**src/rtl/mul_unit.sv**
```systemverilog
// mul_unit: multi-cycle shift-add multiplier for the picoMIPS datapath.
// Operands come from the register file read buses; the selected half of the
// product is written back through Wdata/Wdno with a one-cycle w strobe.
// RUN always takes n cycles, followed by a single WB cycle.
// Optional feature: define MUL_SIGNED_EN for two's complement operands.
module mul_unit #(
  parameter int n = 8
) (
  input  logic           clk,
  input  logic           reset,
  input  logic           start,
  input  logic [n-1:0]   a,
  input  logic [n-1:0]   b,
  input  logic [1:0]     dest,
  input  logic           hi,
  output logic           busy,
  output logic           w,
  output logic [1:0]     Wdno,
  output logic [n-1:0]   Wdata,
  output logic [2*n-1:0] prod
);

  localparam int CW = $clog2(n) + 1;

  typedef enum logic [1:0] {
    IDLE,
    RUN,
    WB
  } state_t;

  state_t         state_q, state_d;

  logic [2*n-1:0] mcand_q, mcand_d;
  logic [n-1:0]   mplier_q, mplier_d;
  logic [2*n-1:0] acc_q, acc_d;
  logic [CW-1:0]  cnt_q, cnt_d;
  logic [1:0]     dest_q, dest_d;
  logic           hi_q, hi_d;

  logic           busy_q, busy_d;
  logic           w_q, w_d;
  logic [1:0]     wdno_q, wdno_d;
  logic [n-1:0]   wdata_q, wdata_d;
  logic [2*n-1:0] prod_q, prod_d;

  logic           last_iter;
  logic [2*n-1:0] addend;
  logic [2*n-1:0] acc_step;
  logic [2*n-1:0] mcand_ext;

  assign last_iter = (cnt_q == CW'(n - 1));
  assign addend    = mplier_q[0] ? mcand_q : '0;

`ifdef MUL_SIGNED_EN
  // The multiplier MSB carries negative weight, so the final partial product is subtracted.
  assign acc_step  = last_iter ? (acc_q - addend) : (acc_q + addend);
  assign mcand_ext = {{n{a[n-1]}}, a};
`else
  assign acc_step  = acc_q + addend;
  assign mcand_ext = {{n{1'b0}}, a};
`endif

  // State register.
  always_ff @(posedge clk or negedge reset) begin
    if (!reset) begin
      state_q <= IDLE;
    end else begin
      state_q <= state_d;
    end
  end

  // Next-state logic: start only honoured in IDLE; RUN exits after n iterations.
  always_comb begin
    state_d = state_q;
    case (state_q)
      IDLE:    if (start) state_d = RUN;
      RUN:     if (last_iter) state_d = WB;
      WB:      state_d = IDLE;
      default: state_d = IDLE;
    endcase
  end

  // Datapath and registered-output next values.
  always_comb begin
    mcand_d  = mcand_q;
    mplier_d = mplier_q;
    acc_d    = acc_q;
    cnt_d    = cnt_q;
    dest_d   = dest_q;
    hi_d     = hi_q;
    w_d      = 1'b0;
    wdno_d   = wdno_q;
    wdata_d  = wdata_q;
    prod_d   = prod_q;
    busy_d   = (state_d != IDLE);
    case (state_q)
      IDLE: begin
        if (start) begin
          mcand_d  = mcand_ext;
          mplier_d = b;
          dest_d   = dest;
          hi_d     = hi;
          acc_d    = '0;
          cnt_d    = '0;
        end
      end
      RUN: begin
        acc_d    = acc_step;
        mcand_d  = mcand_q << 1;
        mplier_d = mplier_q >> 1;
        cnt_d    = cnt_q + CW'(1);
        // Results are taken from the final sum so they are registered on entry to WB.
        if (last_iter) begin
          w_d     = 1'b1;
          wdno_d  = dest_q;
          wdata_d = hi_q ? acc_step[2*n-1:n] : acc_step[n-1:0];
          prod_d  = acc_step;
        end
      end
      default: ;
    endcase
  end

  // Datapath and output registers.
  always_ff @(posedge clk or negedge reset) begin
    if (!reset) begin
      mcand_q  <= '0;
      mplier_q <= '0;
      acc_q    <= '0;
      cnt_q    <= '0;
      dest_q   <= '0;
      hi_q     <= 1'b0;
      busy_q   <= 1'b0;
      w_q      <= 1'b0;
      wdno_q   <= '0;
      wdata_q  <= '0;
      prod_q   <= '0;
    end else begin
      mcand_q  <= mcand_d;
      mplier_q <= mplier_d;
      acc_q    <= acc_d;
      cnt_q    <= cnt_d;
      dest_q   <= dest_d;
      hi_q     <= hi_d;
      busy_q   <= busy_d;
      w_q      <= w_d;
      wdno_q   <= wdno_d;
      wdata_q  <= wdata_d;
      prod_q   <= prod_d;
    end
  end

  assign busy  = busy_q;
  assign w     = w_q;
  assign Wdno  = wdno_q;
  assign Wdata = wdata_q;
  assign prod  = prod_q;

endmodule

```
**config.mk**
```make
export PLATFORM = sky130hd
export DESIGN_NAME = mul_unit
export DESIGN_NICKNAME = d
export VERILOG_FILES = /design/src/rtl/mul_unit.sv
export SDC_FILE = /design/constraint.sdc
export NUM_CORES = 1
export LEC_CHECK = 0
export ABC_AREA = 1
export BUFFER_PORTS_ARGS = -buffer_cell sky130_fd_sc_hd__buf_2
export CAP_MARGIN = 20
export CORE_MARGIN = 2
export CORE_UTILIZATION = 60
export CTS_BUF_LIST = sky130_fd_sc_hd__clkbuf_4
export DETAILED_ROUTE_END_ITERATION = 7
export HOLD_SLACK_MARGIN = 0.15
export PLACE_DENSITY = 0.82
export SLEW_MARGIN = 30
export SYNTH_ARGS = -nofsm -noshare
export SYNTH_HDL_FRONTEND = slang
export SYNTH_SLANG_ARGS = --single-unit
```
**constraint.sdc**
```tcl
create_clock -name clk -period 3.05 [get_ports clk]
set_input_delay 0.305 -clock clk [delete_from_list [all_inputs] [get_ports clk]]
set_output_delay 0.305 -clock clk [all_outputs]
set_load 0.005 [all_outputs]
```
==> results by group <==
Outcome
  • Status: completed

Cells and area
  • Design area: 4830 um^2
  • Final Non-Filler Cells: 713
  • Most frequent cells in the layout: 206 x nand2_1, 77 x dfrtp_1, 76 x inv_1, 48 x buf_2, 38 x nand3_1
  • Most common cell after layout, fill and taps aside: nand2_1
  • Nets: 651
  • Area grow syn2layout: 14.8%
  • Ant. Diodes: 0
  • Share of layout cells above drive strength 1: 16.2%

Synth
  • Yosys reg bits: 77
  • Post-synth top area share: 45.8%
  • Synthesized instance count: 549
  • Cell area after synthesis: 4210 um^2
  • Top cells by area, synth: dfrtp_1 46%, nand2_1 18%, inv_1 6.8%
  • Mean post-synth cell area: 7.66 um^2
  • Post-synthesis sequential area ratio: 45.8%
  • Yosys cell types: 33
  • Syn_nets: 588
  • Yosys warning count: 0
  • Synth area leader: dfrtp_1

Floorplanning
  • Top-level I/O count: 50
  • Die area: 7690 um^2
  • Core box area: 6790 um^2
  • Initial Utilization: 61.9%
  • Die Ht: 87.7 um
  • Die X: 87.7 um
  • Row count: 30

Clocking
  • H-tree depth: 3
  • CTS tree: built
  • Number of buffers created by CTS: 9
  • Bufs on Longest Clock Path: 2
  • CTS Sinks: 77
  • Clk Latency, worst-skew pair: 430 ps
  • Clk slew on worst S/H paths: 120 ps
  • Root buf cell: clkbuf_4

Route
  • Remaining routing DRC violations: 0
  • Pre-antenna DRT Iters: 5
  • Wire per inst: 13.4 um
  • Initial DRC count: 187
  • Antenna-violating nets left: 0
  • Drt total wl: 9.54 mm
  • DR vias/cell: 5.15
  • Via Count: 3673

Worst hold path
  • Worst Hold Class: input pin to flip-flop
  • Worst Hold Depth: 3

Critical path
  • CP Capture Type: flip-flop
  • Critical-path maximum fanout: 17
  • CP arrival: 2600 ps
  • Crit path launch type: flip-flop
  • Req. time, crit path: 3410 ps
  • Crit-path cells: nand2_1, inv_1, ha_1, fa_1, nand3_1, nand2_1, nand2_1, nand2_1, xor2_1, nand2_1, a21oi_1
  • CP dominant cell by count: nand2_1
  • CP peak stage delay: 570 ps
  • Max stage delay cell, worst path: dfrtp_1
  • CP Class: flip-flop to flip-flop
  • R2R cell count: 11

STA
  • Fin crit period: 2240 ps
  • Finish-stage setup viols: 0
  • Max Freq: 446 MHz
  • RSZ-0062 raised after global routing: false
  • Setup_tns: 0 ps
  • Max-slew violations: 0
  • Worst-Margin Slew: 683 ps
  • Final period util: 73.5%
  • Final Hold Viols: 0
  • Skew final: 21.3 ps
  • Slew HR: 54.4%

Pwr
  • Cell Pwr Density: 992 nW/um^2
  • Static Leak: 0.00274 uW
  • Peak supply drop: 0.000773 V

Global routing
  • Global-route wire length before repair: 16.3 mm
  • Largest net degree at the start of global routing: 78
  • Number of global-route vias before repair: 3521
  • Grt total ovfl: 0
  • Gr usage total: 27.6%
  • Initial antenna violation count: 0

Placement
  • Placed insts: 677
  • IO buf count: 49
  • Routability Congestion: 0.895
  • DP Area: 4490 um^2
  • Post-DP HPWL: 6.52 mm

Job
  • Max-cap violations: 0
## per-stage QoR
stage / setup slack (ps) / hold WS, ps / power [uW] / utilization, %
2_1_floorplan: 938 / 9.41 / 3520 / -
3_3_place_gp: 893 / 458 / 4070 / 66.0
3_5_place_dp: 825 / 461 / 4150 / 66.0
4_1_cts: 804 / 170 / 4790 / 71.0
5_1_grt: 570 / 212 / 5250 / 71.1
6_report: 807 / 195 / 4790 / 71.1
## cell families after synthesis
kind of cell / synth area share (%)
AO/OA/AOI/OAI: 9.40
XOR/XNOR: 1.25
adder cells (fa/ha/maj): 5.24
buffers and inverters: 9.55
flip-flops: 45.8
AND/OR/NAND/NOR: 28.7
## registers in the layout (all words and copies together), names as in the netlist
register and flops:
acc_q 16, mcand_q 16, prod 16, Wdata 8, mplier_q 8, cnt_q 4
Wdno 2, dest_q 2, state_q 2, busy 1, hi_q 1, w 1
## worst max-delay path: cells and delay by family (launching register included)
kind | cells | cell delay [ps]
AO/OA/AOI/OAI | 1 | 150
flip-flops | 1 | 570
XOR/XNOR | 1 | 220
adder cells (fa/ha/maj) | 2 | 640
buffers and inverters | 1 | 50
AND/OR/NAND/NOR | 6 | 540
## worst paths after layout
path	end	slack [ps]	from
max in group asynchronous	Wdata[4]	2110	reset
min in group asynchronous	Wdno[1]	440	reset
max reg2reg	Wdata[0]	810	mplier_q[0]
max	Wdata[0]	810	mplier_q[0]
min reg2reg	Wdata[3]	490	Wdata[3]
min	state_q[0]	190	start
## per-layer routing
metal / global-route usage, % / up-vias / share of wire, %
met4: 10.6 / 0 / 2.2
met2: 45.8 / 116 / 47
met3: 4.05 / 20 / 4.9
met5: 0 / - / 0
met1: 36.8 / 1689 / 46
li1: - / 1848 / -
## report_power, final
part / internal (uW) / leakage (uW) / switching [uW]
Combinational: 880 / 0.00170 / 1500
Sequential: 1480 / 0.000971 / 311
Clock: 257 / 0.0000724 / 358
## synth_stat cells
cell type	number
a21oi_1	11
a21oi_2	2
a22o_1	2
a22oi_1	4
and2_1	2
and2_4	1
buf_2	9
buf_4	2
buf_6	1
clkbuf_1	6
dfrtp_1	77
fa_1	1
ha_1	16
inv_1	76
inv_2	6
nand2_1	206
nand2_2	12
nand2_4	1
nand3_1	38
nand3_2	2
nand3b_1	2
nor2_1	12
nor2_2	2
nor3_2	3
o211ai_1	7
o21ai_0	26
o21ai_1	4
o21ai_2	4
o22ai_1	6
or2_0	1
or2_4	1
xnor2_1	1
xor2_1	5
## cell type report
class	count	area [um^2]
Fill cell	550	1960
Sequential cell	77	1930
Multi-Input combinational cell	372	1880
Timing Repair Buffer	70	459
Inverter	82	308
Tap cell	96	120
Clock buffer	10	75.1
Clock inverter	6	63.8
## timing repair
item,4_1_cts,5_1_grt
endpoints found under the setup margin,0,0
hold buffers,20,0
setup buffers,0,0
resized for setup,0,0
hold endpoints to repair,96,0
(Power assumes the default switching activity.)
